$ cat config.mk
export PLATFORM = sky130hd
export DESIGN_NAME = camera_ray_scanner
export DESIGN_NICKNAME = d
export VERILOG_FILES = /design/src/rtl/camera_ray_scanner.sv
export SDC_FILE = /design/constraint.sdc
export NUM_CORES = 1
export LEC_CHECK = 0
export CAP_MARGIN = 25
export CORE_MARGIN = 2
export CORE_UTILIZATION = 50
export DETAILED_ROUTE_END_ITERATION = 8
export PLACE_DENSITY = 0.81
export SYNTH_ARGS = -nofsm -noshare
export SYNTH_HDL_FRONTEND = slang
export SYNTH_SLANG_ARGS = --single-unit
$ cat constraint.sdc
create_clock -name clk -period 9.8 [get_ports clk]
set_input_delay 2.45 -clock clk [delete_from_list [all_inputs] [get_ports clk]]
set_output_delay 2.45 -clock clk [all_outputs]
set_load 0.02 [all_outputs]
$ cat src/rtl/camera_ray_scanner.sv
// Frame-walking primary ray generator: raster scan of (x, y, sample) feeding a
// stallable 3-stage direction pipeline with a valid/ready output.
package camera_ray_pkg;
    typedef struct packed {
        logic signed [18:0] x;
        logic signed [18:0] y;
        logic signed [18:0] z;
    } vec3_t;

    typedef struct packed {
        vec3_t orig;
        vec3_t dir;
    } ray_t;

    localparam vec3_t point_default = '0;
    localparam logic signed [18:0] NEGATIVE_ONE = -19'sd65536;
endpackage

module camera_ray_scanner
    import camera_ray_pkg::*;
#(
    parameter int          H_RES   = 800,
    parameter int          V_RES   = 600,
    parameter int          SPP     = 4,
    parameter int          FRAC    = 16,
    parameter int unsigned SCALE_X = 193,
    parameter int unsigned SCALE_Y = 193,
    parameter int          SHIFT_X = 77321,
    parameter int          SHIFT_Y = 57991,
    parameter logic [15:0] SEED_X  = 16'h1ACE,
    parameter logic [15:0] SEED_Y  = 16'hC0DE
) (
    input  logic       clk,
    input  logic       rst,
    input  logic       start,
    input  logic       jitter_en,
    output logic       busy,
    output logic       frame_done,
    output logic       ray_valid,
    input  logic       ray_ready,
    output ray_t       ray_out,
    output logic [9:0] ray_px,
    output logic [9:0] ray_py,
    output logic [3:0] ray_sample,
    output logic       ray_last
);

    localparam int CW = 10 + FRAC;
    localparam int PW = CW + 32;
    localparam logic [FRAC-1:0] CENTRE = {1'b1, {(FRAC-1){1'b0}}};

    typedef enum logic [1:0] {IDLE, ISSUE, DRAIN} state_t;

    state_t     state_reg;
    logic [9:0] x_reg, y_reg, x_next, y_next;
    logic [3:0] s_reg, s_next;
    logic       jitter_reg;

    logic       s1_valid_reg, s1_last_reg;
    logic [9:0] s1_px_reg, s1_py_reg;
    logic [3:0] s1_s_reg;
    logic       s2_valid_reg, s2_last_reg;
    logic [9:0] s2_px_reg, s2_py_reg;
    logic [3:0] s2_s_reg;

    logic       adv, inject, jit, at_max, accept_last;
    logic [9:0] pix [2];
    logic signed [18:0] dir_next [2];

    // 16-bit xorshift with the (7, 9, 8) triple: full period over nonzero states.
    function automatic logic [15:0] xorshift16(input logic [15:0] v);
        logic [15:0] t;
        t = v ^ (v << 7);
        t = t ^ (t >> 9);
        t = t ^ (t << 8);
        return t;
    endfunction

    assign adv         = ~(ray_valid & ~ray_ready);
    // The start cycle itself injects pixel (0,0,0), giving a 3-cycle start-to-valid latency.
    assign inject      = adv & ((state_reg == ISSUE) | ((state_reg == IDLE) & start));
    assign jit         = (state_reg == IDLE) ? jitter_en : jitter_reg;
    assign at_max      = (x_reg == 10'(H_RES - 1)) && (y_reg == 10'(V_RES - 1)) && (s_reg == 4'(SPP - 1));
    assign accept_last = ray_valid & ray_ready & ray_last;
    assign pix[0]      = x_reg;
    assign pix[1]      = y_reg;

    always_comb begin
        x_next = x_reg;
        y_next = y_reg;
        s_next = s_reg;
        if (s_reg == 4'(SPP - 1)) begin
            s_next = '0;
            if (x_reg == 10'(H_RES - 1)) begin
                x_next = '0;
                y_next = (y_reg == 10'(V_RES - 1)) ? 10'd0 : y_reg + 10'd1;
            end else begin
                x_next = x_reg + 10'd1;
            end
        end else begin
            s_next = s_reg + 4'd1;
        end
    end

    genvar gi;
    generate
        for (gi = 0; gi < 2; gi++) begin : g_axis
            localparam logic [15:0] SEED  = (gi == 0) ? SEED_X : SEED_Y;
            localparam int unsigned SCALE = (gi == 0) ? SCALE_X : SCALE_Y;
            localparam int          SHIFT = (gi == 0) ? SHIFT_X : SHIFT_Y;

            logic [15:0]     prng_reg;
            logic [CW-1:0]   coord_reg;
            logic [PW-1:0]   prod_reg;
            logic [FRAC-1:0] offset;

            assign offset = jit ? prng_reg[FRAC-1:0] : CENTRE;

            // PRNG steps only on injection and reseeds at frame end, so every frame
            // draws the same offsets regardless of stalls or idle time.
            always_ff @(posedge clk) begin
                if (rst) begin
                    prng_reg  <= SEED;
                    coord_reg <= '0;
                    prod_reg  <= '0;
                end else begin
                    if (accept_last) begin
                        prng_reg <= SEED;
                    end else if (inject) begin
                        prng_reg <= xorshift16(prng_reg);
                    end
                    if (adv) begin
                        coord_reg <= {pix[gi], offset};
                        prod_reg  <= PW'(coord_reg) * PW'(SCALE);
                    end
                end
            end

            assign dir_next[gi] = 19'((prod_reg >> FRAC) - PW'(SHIFT));
        end
    endgenerate

    always_ff @(posedge clk) begin
        if (rst) begin
            state_reg    <= IDLE;
            x_reg        <= '0;
            y_reg        <= '0;
            s_reg        <= '0;
            jitter_reg   <= 1'b0;
            busy         <= 1'b0;
            frame_done   <= 1'b0;
            s1_valid_reg <= 1'b0;
            s1_last_reg  <= 1'b0;
            s1_px_reg    <= '0;
            s1_py_reg    <= '0;
            s1_s_reg     <= '0;
            s2_valid_reg <= 1'b0;
            s2_last_reg  <= 1'b0;
            s2_px_reg    <= '0;
            s2_py_reg    <= '0;
            s2_s_reg     <= '0;
            ray_valid    <= 1'b0;
            ray_last     <= 1'b0;
            ray_px       <= '0;
            ray_py       <= '0;
            ray_sample   <= '0;
            ray_out      <= '0;
        end else begin
            frame_done <= 1'b0;

            if (adv) begin
                s1_valid_reg <= inject;
                s1_last_reg  <= inject & at_max;
                s1_px_reg    <= x_reg;
                s1_py_reg    <= y_reg;
                s1_s_reg     <= s_reg;

                s2_valid_reg <= s1_valid_reg;
                s2_last_reg  <= s1_last_reg;
                s2_px_reg    <= s1_px_reg;
                s2_py_reg    <= s1_py_reg;
                s2_s_reg     <= s1_s_reg;

                ray_valid    <= s2_valid_reg;
                ray_last     <= s2_last_reg;
                ray_px       <= s2_px_reg;
                ray_py       <= s2_py_reg;
                ray_sample   <= s2_s_reg;
                ray_out.orig <= point_default;
                ray_out.dir.x <= dir_next[0];
                ray_out.dir.y <= dir_next[1];
                ray_out.dir.z <= NEGATIVE_ONE;
            end

            if (inject) begin
                x_reg <= x_next;
                y_reg <= y_next;
                s_reg <= s_next;
            end

            case (state_reg)
                IDLE: begin
                    if (start && adv) begin
                        jitter_reg <= jitter_en;
                        busy       <= 1'b1;
                        state_reg  <= at_max ? DRAIN : ISSUE;
                    end
                end
                ISSUE: begin
                    if (inject && at_max) begin
                        state_reg <= DRAIN;
                    end
                end
                DRAIN: begin
                    if (accept_last) begin
                        frame_done <= 1'b1;
                        busy       <= 1'b0;
                        state_reg  <= IDLE;
                    end
                end
                default: state_reg <= IDLE;
            endcase
        end
    end

endmodule

---- Word level (Yosys, flattened, before mapping) ----
Index checks and enable logic that the tools add are counted.
word-level totals
  memory bits (writable) .................. 0
  ROM bits ................................ 0
  bits in latches ......................... 0
  memories kept ........................... 0
  logic and storage cells ................. 90
  flip-flop bits (word level) ............. 298
operators by class
  eq/ne operators ......................... 8
  $mul .................................... 2
  add/sub/neg operators ................... 5
  mux-type cells .......................... 15
  divide/modulo/power cells ............... 0
  bitwise logic cells ..................... 16
  reduce and logical (&&, ||, !) cells .... 13
  shift operators ......................... 0
  order comparisons ....................... 0
operators by type and width
  cell                    number
  $mul 26x8->34 const B   2
  $xor 16x16->16          4
  $mux 16                 2
  $xor 16x7->16           2
  $add 10x1->10 const B   2
  $eq 10x10->1 const B    2
  $mux 10                 2
  $sub 18x16->19 const B  1
  $sub 18x17->19 const B  1
  $reduce_and 3->1        3
  $mux 2                  4
  $and 1x1->1             6
  $pmux 2 s3              1
  $add 4x1->4 const B     1
  $eq 4x2->1 const B      1
  $logic_and 1x1->1       4
  $mux 1                  4
  $mux 4                  1
  $ne 2x1->1 const B      2
  $reduce_and 2->1        2
  $reduce_or 2->1         2
  $not 1->1               3
  $eq 2x1->1 const B      1
  $eq 2x2->1 const B      1
  other kinds (5)         5

---- Depth between registers and ports, before layout ----
  depth after elaboration ................. 7
  depth in mapped cells ................... 16
  gate-level depth less buffers ........... 15

---- Least setup slack after synthesis ----
OpenSTA, ideal clock, no wires.
  kind .................................... input-to-reg
  start ................................... input port ray_ready
  end ..................................... register y_reg[5]
  path buffers ............................ 2
  data arrival time ....................... 3.984 ns
  stages on the path ...................... 9
  slack ................................... 5.745 ns
  setup time .............................. 0.071 ns
  cell sequence ........................... nor2b_1 clkbuf_1 nor3_2 and2_1 nor2b_1 buf_4 nand4_2 or3_1 a21oi_1
on the way
  cells in the longest elaborated chain, start to end .. 5
RTL lines
  item                        line  source
  start: declaration          40    input logic ray_ready,
  $not 1->1                   79    assign adv = ~(ray_valid & ~ray_ready);
  $and 1x1->1                 79
  $not 1->1                   79
  $and 1x1->1                 81    assign inject = adv & ((state_reg == ISSUE) | ((state_reg == IDLE) & start));
  $reduce_and 3->1 (no line)  --
  end signal: assignment      197   y_reg <= y_next;
  end: declaration            55    logic [9:0] x_reg, y_reg, x_next, y_next;
No other way between the ends.
A chain may end at the register's enable or synchronous reset.

---- Worst setup path after layout ----
  start ................................... input port ray_ready
  end ..................................... register y_reg[7]
Same word-level chain as after synthesis.

==> out/results.txt <==
outcome: complete, no violations
postcts setup bufs: 0
Least-Margin Pin Slew: 1.003 ns
post-synth top area share: 32.42%
cell depth of the worst hold path: 2
Simple-Gate Fraction of Synth Area: 14.76%
Cells after Synth: 1728
via count: 11870
TritonCTS clock tree: built
Final TNS setup: 0 ns
Yosys cell types: 68
Post-CTS Hold Fix Bufs: 0
Root Buffer: clkbuf_16
max cap viols: 0
Final Hold Violating Endpoints: 0
Post-Route WL: 32150 um
Design Area, Final: 16680 um2
post_cts resized: 0
pwr dens: 172.0 nW/um2
Post-Synthesis Cell Area: 15190 um2
leakage: 0.007734 uW
gp weighted congestion: 0.8808
critical path class: in2reg
P_sw: 915.3 uW
Clock Tree Buf Depth: 3
CP endpoint kind: flop
Initial Utilization: 50.97%
initial antenna violation count: 0
Clock Latency Late Sink: 0.53 ns
ANT cells: 0
combinational fraction of design power: 25.6%
synth warn: 0
CTS sink cnt: 246
slack of the worst reg-to-reg path: 5.46 ns
sequential share of power: 42.8%
XOR/XNOR Fraction of Synth Area: 7.439%
clock-pin slew on the worst setup and hold paths: 0.06 ns
Post-DP Area: 15870 um2
Adder-Cell Fraction of Synth Area: 22.69%
Post-synth ARST share: 0%
Yosys reg bits: 246
FF-to-FF path depth: 13
Final min period: 5.588 ns
main combinational cell family by area after synthesis: adder cells
maximum operating frequency: 179.0 MHz
H-tree levels: 1
Pre-antenna DRT Iters: 5
crit path max fanout: 52
nets@finish: 2003
RSZ-0062 raised after global routing: false
core area: 29800 um2
post-synthesis compound-gate area fraction: 15.26%
total CTS buffers: 25
max reg flops: 52
hold path start: ray_out[26]$_SDFFE_PP0N_
power consumption: 2868 uW
Switching Share: 31.91%
GRT overflow: 0
Internal Pwr Total: 1953 uW
largest net degree at the start of global routing: 111
crit share post-route: 57.02%
DP HPWL: 23570 um
Peak VDD IR: 127.2 uV
Critical Path AT: 6.04 ns
Final ANT Viol Nets: 0
die height: 178.3 um
Critical Path RT: 10.25 ns
number of port buffers: 73
layout cell share with drive strength beyond 1: 3.634%
standard-cell rows: 63
DR WL/cell: 14.95 um
Die W: 178.3 um
leading area contributor after synthesis: dfxtp_1
Slew Viols, Final: 0
mux share of post-synthesis cell area: 0.1318%
syn_area_per_cell: 8.790 um2
area delta synth->final: 9.803%
sequential area share after synthesis: 32.42%
final setup vio count: 0
number of synthesized flops with an enable pin: 0
first-pass GRT wire length: 53760 um
slew margin rel.: 33.13%
Crit Reg-Reg Startpoint: g_axis[1].coord_reg[9]$_SDFFE_PP0N_
r2r endpoint: g_axis[1].prod_reg[30]$_SDFFE_PP0N_
HP Class: reg2reg
# IOs: 147
Area contributors post-synth: dfxtp_1 32%, ha_1 18%, nand2_1 6.1%
Max Clock Skew: 0.01002 ns
Setup crit start kind: primary input
vias in the first global route: 11430
Clock power frac: 31.6%
GRT Overall Usage: 20.17%
DRT iter0 DRCs: 749
Synth Flop Type: dfxtp_1
vias per cell: 5.520
worst hold path endpoint: ray_out[26]$_SDFFE_PP0N_
die area: 31790 um2
drt drc: 0
[power by group through the flow]
stage | clock network (uW) | registers [uW] | logic [uW]
floorplan | 0 | 1210 | 601
global route | 958 | 1240 | 829
global placement | 0 | 1240 | 687
CTS | 921 | 1230 | 735
detailed placement | 0 | 1250 | 724
finish | 908 | 1230 | 733
[logic make-up (layout without fill, tap and decap cells)]
family	Yosys count	count (layout)
XOR/XNOR	129	129
buffers and inverters	218	179
AO/OA/AOI/OAI	373	373
other	1	73
AND/OR/NAND/NOR	504	504
multiplexers	2	2
adder cells (fa/ha/maj)	255	255
flip-flops	246	246
[synth_stat cells (all sizes together), types with 14 or more instances]
master and count:
nor2 114, a21oi 168, o21ai 54, fa 34, nand2 245, xnor2 68, clkbuf 86, ha 221
nand4 16, nand3 34, nor3 14, or3 33, a21o 16, xor2 61, dfxtp 246, a211oi 30
buf 81, a22oi 32, inv 51, a22o 21
[metal layers]
metal  vias up  global-route usage (%)  routed length, um
met5         -                       0                  0
met4         0                   4.980                651
met3        50                   2.685               1431
met2       296                   34.95              15510
met1      5625                   26.57              14560
li1       5902                       -                  -
[cell type report]
class	instances	area, um2
Sequential cell	246	4925
Inverter	51	191.4
Clock inverter	5	36.28
Tap cell	390	488.0
Timing Repair Buffer	83	847.1
Clock buffer	40	742.0
Multi-Input combinational cell	1336	9448
Fill cell	2562	13120
[critical path, stage by stage]
cell and delay [ns]:
clkdlybuf4s50_1 0.58, nor2b_4 0.05, buf_4 0.28, nor3_2 0.79
and2_1 0.52, nor2b_1 0.59, nand4_2 0.26, or3_1 0.35
a21oi_1 0.14
[worst max-delay path by stage]
stage	startpoint	endpoint	slack (ns)	depth (start not counted)
floorplan	ray_ready	y_reg[5]$_SDFFE_PP0P_	5.75	9
global placement	ray_ready	y_reg[7]$_SDFFE_PP0P_	3.84	9
detailed placement	ray_ready	y_reg[9]$_SDFFE_PP0P_	3.68	10
CTS	ray_ready	y_reg[9]$_SDFFE_PP0P_	4.23	10
global route	ray_ready	y_reg[5]$_SDFFE_PP0P_	3.85	9
finish	ray_ready	y_reg[7]$_SDFFE_PP0P_	4.21	9
[cells in the final DEF (no fill, tap or decap), drive strengths merged, types with 4 or more instances in the layout]
master         instances
a211oi                30
a21o                  16
a21oi                168
a22o                  21
a22oi                 32
a311oi                 6
a31oi                  9
and2                   4
and3                   8
buf                   11
clkbuf                40
clkdlybuf4s50         72
conb                  73
dfxtp                246
fa                    34
ha                   221
inv                   53
nand2                245
nand2b                10
nand3                 34
nand4                 16
nor2                 114
nor2b                  5
nor3                  14
nor4                   5
o21a                   6
o21ai                 54
o21bai                 5
or3                   33
xnor2                 68
xor2                  61
[per-stage QoR]
stage	util, %	std cells	setup slack, ns	hold slack [ns]
4_1_cts	55.88	2150	4.228	0.4519
2_1_floorplan	-	1800	5.745	0.4321
5_1_grt	55.97	2151	3.855	0.4665
3_5_place_dp	53.27	2105	3.681	0.4436
3_3_place_gp	53.17	2104	3.836	0.4382
6_report	55.97	2151	4.212	0.4491
(Power assumes the default switching activity.)
